## src/rtl/puc_pkg.sv

```systemverilog
// Shared types and constants for the power-up contract unit.
package puc_pkg;

  typedef enum logic [1:0] {
    PUC_FILL,
    PUC_SAMPLE,
    PUC_LOCKED
  } puc_state_t;

  localparam int unsigned PUC_SYNC_STAGES = 2;

endpackage

```

## src/rtl/puc_sync.sv

```systemverilog
// Multi-flop synchroniser for the asynchronous capability pins; resets to zero.
module puc_sync
  import puc_pkg::*;
#(
  parameter int unsigned WIDTH = 1
) (
  input  logic             clk_i,
  input  logic             reset_i,
  input  logic [WIDTH-1:0] d_i,
  output logic [WIDTH-1:0] q_o
);

  logic [WIDTH-1:0] r_stage [PUC_SYNC_STAGES];

  always_ff @(posedge clk_i or posedge reset_i) begin
    if (reset_i) begin
      for (int i = 0; i < PUC_SYNC_STAGES; i++) begin
        r_stage[i] <= '0;
      end
    end else begin
      r_stage[0] <= d_i;
      for (int i = 1; i < PUC_SYNC_STAGES; i++) begin
        r_stage[i] <= r_stage[i-1];
      end
    end
  end

  assign q_o = r_stage[PUC_SYNC_STAGES-1];

endmodule

```

## src/rtl/puc_stable.sv

```systemverilog
// Power-up contract unit: debounces normalised capability pins and latches them once stable.
// Define PUC_RELATCH_EN to enable the four-phase re-latch handshake.
module puc_stable
  import puc_pkg::*;
#(
  parameter int unsigned      N_CAP          = 4,
  parameter logic [N_CAP-1:0] CAP_INV        = {N_CAP{1'b1}},
  parameter int unsigned      STABLE_CYCLES  = 8,
  parameter int unsigned      TIMEOUT_CYCLES = 64
) (
  input  logic             clk_i,
  input  logic             reset_i,
  input  logic [N_CAP-1:0] cap_i,
  input  logic             relatch_req_i,
  output logic             relatch_ack_o,
  output logic [N_CAP-1:0] puc_o,
  output logic             puc_valid_o,
  output logic             puc_glitch_o,
  output logic             puc_timeout_o
);

  localparam int unsigned CNT_W = $clog2(STABLE_CYCLES + 1);
  localparam int unsigned TMO_W = $clog2(TIMEOUT_CYCLES + 1);

  logic [N_CAP-1:0] w_sync;
  logic [N_CAP-1:0] w_norm;

  puc_sync #(
    .WIDTH(N_CAP)
  ) u_sync (
    .clk_i  (clk_i),
    .reset_i(reset_i),
    .d_i    (cap_i),
    .q_o    (w_sync)
  );

  assign w_norm = w_sync ^ CAP_INV;

  puc_state_t       r_state, w_state_next;
  logic             r_fill, w_fill_next;
  logic [N_CAP-1:0] r_cand, w_cand_next;
  logic [CNT_W-1:0] r_cnt, w_cnt_next, w_cnt_inc;
  logic [TMO_W-1:0] r_tmo, w_tmo_next, w_tmo_inc;
  logic [N_CAP-1:0] r_puc, w_puc_next;
  logic             r_valid, w_valid_next;
  logic             r_glitch, w_glitch_next;
  logic             r_timeout, w_timeout_next;
  logic             w_stable;
  logic             w_lock;
  logic             w_accept;

  assign w_cnt_inc = r_cnt + CNT_W'(1);
  assign w_tmo_inc = r_tmo + TMO_W'(1);

  always_ff @(posedge clk_i or posedge reset_i) begin
    if (reset_i) begin
      r_state   <= PUC_FILL;
      r_fill    <= 1'b0;
      r_cand    <= '0;
      r_cnt     <= '0;
      r_tmo     <= '0;
      r_puc     <= '0;
      r_valid   <= 1'b0;
      r_glitch  <= 1'b0;
      r_timeout <= 1'b0;
    end else begin
      r_state   <= w_state_next;
      r_fill    <= w_fill_next;
      r_cand    <= w_cand_next;
      r_cnt     <= w_cnt_next;
      r_tmo     <= w_tmo_next;
      r_puc     <= w_puc_next;
      r_valid   <= w_valid_next;
      r_glitch  <= w_glitch_next;
      r_timeout <= w_timeout_next;
    end
  end

  always_comb begin
    w_state_next   = r_state;
    w_fill_next    = r_fill;
    w_cand_next    = r_cand;
    w_cnt_next     = r_cnt;
    w_tmo_next     = r_tmo;
    w_puc_next     = r_puc;
    w_valid_next   = r_valid;
    w_glitch_next  = r_glitch;
    w_timeout_next = r_timeout;
    w_stable       = 1'b0;
    w_lock         = 1'b0;
    unique case (r_state)
      PUC_FILL: begin
        // Two cycles flush the synchroniser before any sample is trusted.
        if (r_fill) begin
          w_state_next = PUC_SAMPLE;
          w_fill_next  = 1'b0;
          w_cnt_next   = '0;
          w_tmo_next   = '0;
        end else begin
          w_fill_next = 1'b1;
        end
      end
      PUC_SAMPLE: begin
        w_tmo_next = w_tmo_inc;
        if (r_cnt == '0) begin
          w_cand_next = w_norm;
          w_cnt_next  = CNT_W'(1);
        end else if (w_norm == r_cand) begin
          w_cnt_next = w_cnt_inc;
          if (w_cnt_inc == CNT_W'(STABLE_CYCLES)) begin
            w_stable   = 1'b1;
            w_puc_next = r_cand;
          end
        end else begin
          w_cand_next   = w_norm;
          w_cnt_next    = CNT_W'(1);
          w_glitch_next = 1'b1;
        end
        // A stable lock on the timeout edge takes priority over the forced lock.
        if (w_stable) begin
          w_lock = 1'b1;
        end else if (w_tmo_inc == TMO_W'(TIMEOUT_CYCLES)) begin
          w_puc_next     = w_norm;
          w_timeout_next = 1'b1;
          w_lock         = 1'b1;
        end
        if (w_lock) begin
          w_state_next = PUC_LOCKED;
          w_valid_next = 1'b1;
        end
      end
      PUC_LOCKED: begin
        if (w_accept) begin
          w_state_next   = PUC_SAMPLE;
          w_cnt_next     = '0;
          w_tmo_next     = '0;
          w_glitch_next  = 1'b0;
          w_timeout_next = 1'b0;
          w_valid_next   = 1'b0;
        end
      end
      default: begin
        w_state_next = PUC_FILL;
      end
    endcase
  end

`ifdef PUC_RELATCH_EN
  logic r_ack;
  logic r_pending;
  logic r_req_low_seen;

  assign w_accept = (r_state == PUC_LOCKED) && relatch_req_i && !r_ack && r_req_low_seen;

  always_ff @(posedge clk_i or posedge reset_i) begin
    if (reset_i) begin
      r_ack          <= 1'b0;
      r_pending      <= 1'b0;
      r_req_low_seen <= 1'b0;
    end else begin
      if (w_accept) begin
        r_pending <= 1'b1;
      end else if (w_lock) begin
        r_pending <= 1'b0;
      end
      if (r_pending && w_lock) begin
        r_ack <= 1'b1;
      end else if (!relatch_req_i) begin
        r_ack <= 1'b0;
      end
      // Any low seen while ack is still up does not count towards the next request.
      if (w_accept || r_ack) begin
        r_req_low_seen <= 1'b0;
      end else if (!relatch_req_i) begin
        r_req_low_seen <= 1'b1;
      end
    end
  end

  assign relatch_ack_o = r_ack;
`else
  logic [1:0] w_unused_relatch;

  assign w_accept         = 1'b0;
  assign w_unused_relatch = {relatch_req_i, w_lock};
  assign relatch_ack_o    = 1'b0;
`endif

  assign puc_o         = r_puc;
  assign puc_valid_o   = r_valid;
  assign puc_glitch_o  = r_glitch;
  assign puc_timeout_o = r_timeout;

endmodule

```

## config.mk

```make
export PLATFORM = sky130hd
export DESIGN_NAME = puc_stable
export DESIGN_NICKNAME = d
export VERILOG_FILES = /design/src/rtl/puc_pkg.sv /design/src/rtl/puc_sync.sv /design/src/rtl/puc_stable.sv
export SDC_FILE = /design/constraint.sdc
export NUM_CORES = 1
export LEC_CHECK = 0
export BUFFER_PORTS_ARGS = -buffer_cell sky130_fd_sc_hd__buf_2
export CAP_MARGIN = 0
export CORE_UTILIZATION = 51
export CTS_BUF_LIST = sky130_fd_sc_hd__clkbuf_8 sky130_fd_sc_hd__clkbuf_16
export CTS_CLUSTER_SIZE = 24
export DETAILED_ROUTE_END_ITERATION = 8
export PLACE_DENSITY = 0.74
export SLEW_MARGIN = 10
export SYNTH_ARGS = -nofsm -noshare
export SYNTH_HDL_FRONTEND = slang
export SYNTH_SLANG_ARGS = --single-unit
```

## constraint.sdc

```tcl
create_clock -name clk_i -period 1.5 [get_ports clk_i]
set_input_delay 0.225 -clock clk_i [delete_from_list [all_inputs] [get_ports clk_i]]
set_output_delay 0.225 -clock clk_i [all_outputs]
set_load 0.05 [all_outputs]
```

==> flow_metrics.py, run 1 <==
metrics = {
    "floorplanning": {
        "design.die.area_mm2": 0.00313,
        "die-width_um": 56.0,
        "design.portCount": 15,
        "die_height_um": 56.0,
        "initial_utilization": 0.539,
        "core_region_area_mm2": 0.00276,
        "rows": 19,
    },
    "synthesis": {
        "synth.ff_latch_count": 33,
        "yosys_most_used_dff": "sky130_fd_sc_hd__dfrtp_1",
        "ys_top_cells_by_area": "sky130_fd_sc_hd__dfrtp_1 (56%), sky130_fd_sc_hd__nand2_1 (4.8%), sky130_fd_sc_hd__o21ai_0 (4.7%), sky130_fd_sc_hd__nand3_1 (3.4%), sky130_fd_sc_hd__xor2_1 (2.9%)",
        "yosys.area_share.xor_xnor": 0.0354,
        "dominant_combinational_cell_family_by_area_after_synthesis": "simple AND/OR/NAND/NOR gates",
        "synth_simple_gate_area_share": 0.184,
        "synth_seq_area_share": 0.556,
        "async_set_or_reset_register_ratio_after_synthesis": 1.00,
        "synth-edff-count": 0,
        "synth_largest_area_cell": "sky130_fd_sc_hd__dfrtp_1",
        "synth.mux.area_fraction": 0,
        "synth_largest_type_area_fraction": 0.556,
        "postSynthAreaPerCell_um2": 10.3,
        "yosysWarningCount": 0,
        "number_of_unique_standard_cell_types_used_by_synthesis": 39,
        "cell_area_synth_mm2": 0.00149,
        "postSynthCellCount": 144,
        "adder_cell_share_of_the_synthesized_area": 0.0253,
        "synth_fp_nets": 154,
        "compound_gate_fraction_of_synth_area": 0.156,
    },
    "global_routing": {
        "grt_start_max_net_pins": 34,
        "first_global_vias": 1276,
        "first_pass_grt_wire_length_um": 5750,
        "globalRouteOverflowTotal": 0,
        "grt_antenna_before_repair": 0,
        "grt_util_all_layers": 0.245,
    },
    "drt": {
        "wl_met3_um": 179,
        "route.final.wire_length_um": 3600,
        "met1Wirelength_um": 1540,
        "vias_per_cell": 5.86,
        "ant_nets": 0,
        "met2_wire_length_um": 1770,
        "remaining_drc_errors": 0,
        "route.top_layer_used": "met4",
        "avgRoutedWirePerCell_um": 16.6,
        "firstDrtPassIters": 6,
        "vias": 1272,
        "detail_route.iter0.violations": 44,
    },
    "critical_path": {
        "critPathRequiredTime_ns": 1.71,
        "cpMaxStageDelayCell": "sky130_fd_sc_hd__dfrtp_1",
        "critical_path_class": "reg -> reg",
        "worst_setup_path_end_kind": "register",
        "path_cells": "and3b_1 -> o211ai_1 -> buf_4 -> nor2_2 -> or4_1 -> nand3_1",
        "kind_of_start_point_of_the_critical_path": "register",
        "worstPathMaxFanout": 5,
        "critical_path_arrival_ns": 1.84,
        "crit_path_max_incr_delay_ns": 0.45,
    },
    "cts": {
        "clockBufferDepth": 2,
        "total_clock_sinks": 33,
        "clk-insertion-delay-late_ns": 0.28,
        "cts_made_buffers": 5,
        "clk_transition_reported_paths_ns": 0.07,
        "cts_htree_levels": 2,
        "cts_tree": "done",
        "cts_root_buf": "sky130_fd_sc_hd__clkbuf_8",
    },
    "final_layout": {
        "area_grow_syn2layout_pct": 32.5,
        "finalNetCount": 195,
        "mostFrequentLayoutCells": "sky130_fd_sc_hd__dfrtp_1 (32), sky130_fd_sc_hd__buf_4 (19), sky130_fd_sc_hd__nand2_1 (15)",
        "layout_commonest_cell": "sky130_fd_sc_hd__dfrtp_1",
        "share_of_final_layout_standard_cells_stronger_than_drive_strength_1": 0.382,
        "n_antenna_cell": 0,
        "final.fill_count": 191,
    },
    "sta": {
        "report.final.setup_viol": 13,
        "achievable-frequency_mhz": 615,
        "rsz0062_at_grt": "true",
        "finalWorstSetupSlack_ns": -0.125,
        "final.setup.tns_ns": -1.07,
        "final.setup_skew_ns": 0.00564,
        "report.final.slew_viol_count": 0,
        "final_min_period_over_clock_period": 1.08,
        "finalHoldViolCount": 0,
        "post-route-min-period_ns": 1.63,
        "finalHoldWorstSlack_ns": 0.0148,
    },
    "min_path": {
        "hold_path.class": "in -> async",
    },
    "power": {
        "power_density_mw_per_mm2": 1760,
        "vdd_ir_drop_max_uv": 1350,
        "leakage_power_of_the_design_uw": 0.000934,
    },
    "place": {
        "portBuffers": 12,
        "dpl.hpwl_um": 2070,
        "gp_congestion": 0.861,
    },
    "run_status": {
        "failed_checks": "setup timing",
        "status": "finished, violations left",
    },
    "flow_run": {
        "drv.max_cap_violation_count": 0,
    },
}
-- routing by layer --
metal | up-vias | GRT usage
li1 | 594 | -
met1 | 612 | 0.307
met2 | 52 | 0.384
met3 | 14 | 0.0628
met4 | 0 | 0.139
met5 | - | 0
-- Yosys cell counts, types with 2 or more instances --
library cell	count
sky130_fd_sc_hd__xor2_1	5
sky130_fd_sc_hd__a22o_1	2
sky130_fd_sc_hd__nand2_1	19
sky130_fd_sc_hd__ha_1	3
sky130_fd_sc_hd__or4_1	4
sky130_fd_sc_hd__a31oi_1	2
sky130_fd_sc_hd__a2bb2oi_1	4
sky130_fd_sc_hd__inv_1	7
sky130_fd_sc_hd__nor2_1	7
sky130_fd_sc_hd__dfrtp_1	33
sky130_fd_sc_hd__a21oi_1	5
sky130_fd_sc_hd__clkbuf_1	3
sky130_fd_sc_hd__nand3_1	10
sky130_fd_sc_hd__nand4_1	2
sky130_fd_sc_hd__o21ai_0	14
-- registers in the layout, indices dropped and copies added, names as in the netlist, 2 cells and up --
name            cells
r_tmo               7
puc_o               4
r_cand              4
r_cnt               4
u_sync.q_o          4
u_sync.r_stage      4
r_state             2
-- per-stage QoR --
step                      instance area [µm²]  setup WS, ns  total power (µW)  cells   util
final                                    1970        -0.125              3460    217  0.714
after global routing                     1970        -0.218              3650    217  0.714
after CTS                                1860       -0.0709              3300    213  0.673
after detailed placement                 1630       -0.0757              2440    192  0.593
after global placement                   1630       -0.0268              2370    192  0.593
after floorplan                          1490       -0.0234              2100    144      -
-- kinds of logic (layout without fill, tap and decap cells) --
family / Yosys count / count (layout)
adder cells (fa/ha/maj): 3 / 3
other: 1 / 1
flip-flops: 33 / 33
buffers and inverters: 13 / 54
XOR/XNOR: 6 / 6
AND/OR/NAND/NOR: 52 / 53
AO/OA/AOI/OAI: 36 / 36
-- report_power, final --
| group | leakage (µW) | switching (µW) | internal, µW |
|---|---|---|---|
| sequential | 0.000403 | 238 | 1130 |
| combinational | 0.000477 | 800 | 567 |
| clock | 0.0000542 | 305 | 414 |
| total | 0.000934 | 1340 | 2120 |
-- worst paths after layout --
path	from	endpoint	slack, ns	cells past startpoint
max	r_cnt[1]$_DFFE_PP0P_	puc_o[3]$_DFFE_PP0P_	-0.13	6
min	reset_i	r_tmo[4]$_DFFE_PP0P_	0.01	3
max reg2reg	r_cnt[1]$_DFFE_PP0P_	puc_o[3]$_DFFE_PP0P_	-0.13	6
min reg2reg	u_sync.r_stage[5]$_DFF_PP0_	u_sync.q_o[1]$_DFF_PP0_	0.35	0
max in group asynchronous	reset_i	r_cnt[0]$_DFFE_PP0P_	1.17	3
min in group clk_i	cap_i[2]	u_sync.r_stage[6]$_DFF_PP0_	0.04	1
-- layout make-up --
type,instances,area (µm²),area share
clock buffer,7,96.3,0.0490
clock inverter,1,5.00,0.00254
inverter,7,26.3,0.0134
multi-input combinational,99,682,0.346
sequential,33,827,0.420
tap,31,38.8,0.0197
timing repair buffer,39,293,0.149
-- worst max-delay path: cells and delay by family (launching register included) --
family / cells / cell delay (ns)
and+or+nand+nor: 4 / 0.79
DFF: 1 / 0.45
AOI/OAI and AO/OA: 1 / 0.17
buffers and inverters: 1 / 0.17
-- timing repair --
action                     in CTS  in global routing
cloned                          1                  0
buffers inserted               12                  6
hold buffers                    0                  0
setup endpoints to repair       8                 17
gates resized for setup        10                 26
pin swaps                      14                  7
Note: power is estimated with default switching activity, not from simulation.
==> inputs of run 2 (changes only) <==
--- a/config.mk
+++ b/config.mk
@@ -11,7 +11,7 @@
 export CTS_BUF_LIST = sky130_fd_sc_hd__clkbuf_8 sky130_fd_sc_hd__clkbuf_16
 export CTS_CLUSTER_SIZE = 24
 export DETAILED_ROUTE_END_ITERATION = 8
-export PLACE_DENSITY = 0.74
+export PLACE_DENSITY = 0.77
 export SLEW_MARGIN = 10
 export SYNTH_ARGS = -nofsm -noshare
 export SYNTH_HDL_FRONTEND = slang
==> run 2 against run 1 <==
  * The run still ends with setup timing left
  * Total power fell by 7.8%
  * Register-to-register slack is essentially flat
  * Design area decreased by 8.9%
  * Clock skew is 0.0018 ns lower
  * Final cell count fell by 6.5%
  * Setup slack improved by 0.00051 ns
  * Core utilization decreased by 6.4 points
  * Largest cell class unchanged
  * Clock power rose by 1%
  * Worst hold slack barely moved
  * Non-clock buffer count down 13
==> flow_metrics.py, run 2 (synthesis gave the netlist of run 1 again) <==
metrics = {
    "run_status": {
        "status": "finished, violations left",
        "failed_checks": "setup timing",
    },
    "critical_path": {
        "critical_path_class": "reg -> reg",
        "rr_startpoint": "r_cnt[0]$_DFFE_PP0P_",
        "cp-startpoint": "r_cnt[0]$_DFFE_PP0P_",
        "worst_setup_path_end_kind": "register",
        "kind_of_start_point_of_the_critical_path": "register",
        "worstPathMaxFanout": 6,
        "critical_path_arrival_ns": 1.85,
        "critPathRequiredTime_ns": 1.72,
    },
    "cts": {
        "clk_transition_reported_paths_ns": 0.06,
        "cts_root_buf": "sky130_fd_sc_hd__clkbuf_8",
        "cts_made_buffers": 5,
        "cts_htree_levels": 2,
        "clockBufferDepth": 2,
        "cts_tree": "done",
        "clk-insertion-delay-late_ns": 0.28,
        "total_clock_sinks": 33,
    },
    "sta": {
        "finalWorstSetupSlack_ns": -0.125,
        "final.setup_skew_ns": 0.00381,
        "report.final.slew_viol_count": 0,
        "achievable-frequency_mhz": 615,
        "report.final.setup_viol": 8,
        "finalHoldViolCount": 0,
        "finalHoldWorstSlack_ns": 0.0151,
        "rsz0062_at_grt": "true",
        "post-route-min-period_ns": 1.62,
        "final_min_period_over_clock_period": 1.08,
    },
    "drt": {
        "vias_per_cell": 5.67,
        "ant_nets": 0,
        "firstDrtPassIters": 4,
        "remaining_drc_errors": 0,
        "avgRoutedWirePerCell_um": 14.0,
        "vias": 1152,
        "route.final.wire_length_um": 2830,
        "detail_route.iter0.violations": 24,
    },
    "place": {
        "dpl.hpwl_um": 1910,
        "gp_congestion": 0.752,
        "portBuffers": 12,
        "place_inst": 193,
        "dpl_worst_slack_ns": -0.0696,
    },
    "final_layout": {
        "n_antenna_cell": 0,
        "layout_commonest_cell": "sky130_fd_sc_hd__dfrtp_1",
        "post-route-util": 0.650,
        "max_ffs_per_register": 7,
        "instances_no_fill": 203,
        "mostFrequentLayoutCells": "sky130_fd_sc_hd__dfrtp_1 (31), sky130_fd_sc_hd__nand2_1 (18), sky130_fd_sc_hd__o21ai_0 (13), sky130_fd_sc_hd__buf_4 (13), sky130_fd_sc_hd__buf_2 (12)",
        "share_of_final_layout_standard_cells_stronger_than_drive_strength_1": 0.279,
        "area_grow_syn2layout_pct": 20.7,
        "largest_register": "r_tmo",
        "finalNetCount": 181,
        "final.fill_count": 220,
    },
    "power": {
        "vdd_ir_drop_max_uv": 1330,
        "leakage_power_of_the_design_uw": 0.000853,
        "power_density_mw_per_mm2": 1780,
        "post-layout-total-power_uw": 3190,
    },
    "global_routing": {
        "globalRouteOverflowTotal": 0,
        "first_global_vias": 1092,
        "grt_antenna_before_repair": 0,
        "grt_start_max_net_pins": 34,
        "first_pass_grt_wire_length_um": 4750,
        "grt_util_all_layers": 0.199,
    },
    "floorplanning": {
        "die_height_um": 56.0,
        "rows": 19,
        "core_region_area_mm2": 0.00276,
        "design.die.area_mm2": 0.00313,
        "design.portCount": 15,
        "initial_utilization": 0.539,
        "die-width_um": 56.0,
    },
    "min_path": {
        "hold_path.class": "in -> async",
    },
    "flow_run": {
        "drv.max_cap_violation_count": 0,
    },
}
[run 2: cell count changes in the layout (fill, tap and decap cells not counted), sizes merged]
cell and delta:
buf -13, or2 -1
[run 2: layout make-up]
class,instances,area [µm²],area share
clock buffer,7,96.3,0.0537
clock inverter,1,5.00,0.00279
inverter,7,26.3,0.0147
multi-input combinational,98,629,0.351
sequential,33,828,0.462
tap,31,38.8,0.0216
timing repair buffer,26,169,0.0942
[run 2: critical path, stage by stage, from the launching register on]
cell and delay (ns):
sky130_fd_sc_hd__dfrtp_2 0.44, sky130_fd_sc_hd__and3b_1 0.19, sky130_fd_sc_hd__o211ai_1 0.27, sky130_fd_sc_hd__nor2_2 0.10, sky130_fd_sc_hd__or4_1 0.48, sky130_fd_sc_hd__nand3_1 0.09
[run 2: final timing paths]
kind / slack, ns / cells past startpoint / to
worst max-delay path: -0.12 / 5 / puc_o[3]$_DFFE_PP0P_
worst min-delay path: 0.02 / 3 / u_sync.q_o[1]$_DFF_PP0_
worst max register to register: -0.12 / 5 / puc_o[3]$_DFFE_PP0P_
worst min register to register: 0.35 / 0 / u_sync.q_o[0]$_DFF_PP0_
max in group asynchronous: 1.18 / 3 / r_cnt[1]$_DFFE_PP0P_
min in group clk_i: 0.04 / 1 / u_sync.r_stage[4]$_DFF_PP0_
[run 2: layer usage]
metal / GRT usage / share of wire / vias up
met2: 0.330 / 0.49 / 32
met4: 0.0906 / 0.018 / 0
met3: 0.0628 / 0.042 / 6
li1: - / - / 559
met1: 0.236 / 0.45 / 555
met5: 0 / 0 / -
[run 2: timing repair]
| item | 4_1_cts | 5_1_grt |
|---|---|---|
| setup buffers | 1 | 1 |
| pin swaps | 4 | 4 |
| endpoints found under the setup margin | 6 | 12 |
| gates resized for setup | 4 | 8 |
| hold buffers | 0 | 0 |
[run 2: through the flow]
stage	TNS, ns	area (µm²)
after floorplan	-0.0702	1490
after global placement	-0.00983	1640
after detailed placement	-0.272	1640
after CTS	-0.346	1770
after global routing	-1.38	1790
final	-0.610	1790
[run 2: power breakdown]
part	switching [µW]	internal, µW	leakage (µW)	total (µW)
clock network	314	414	0.0000542	729
logic	687	412	0.000398	1100
registers	226	1140	0.000401	1360
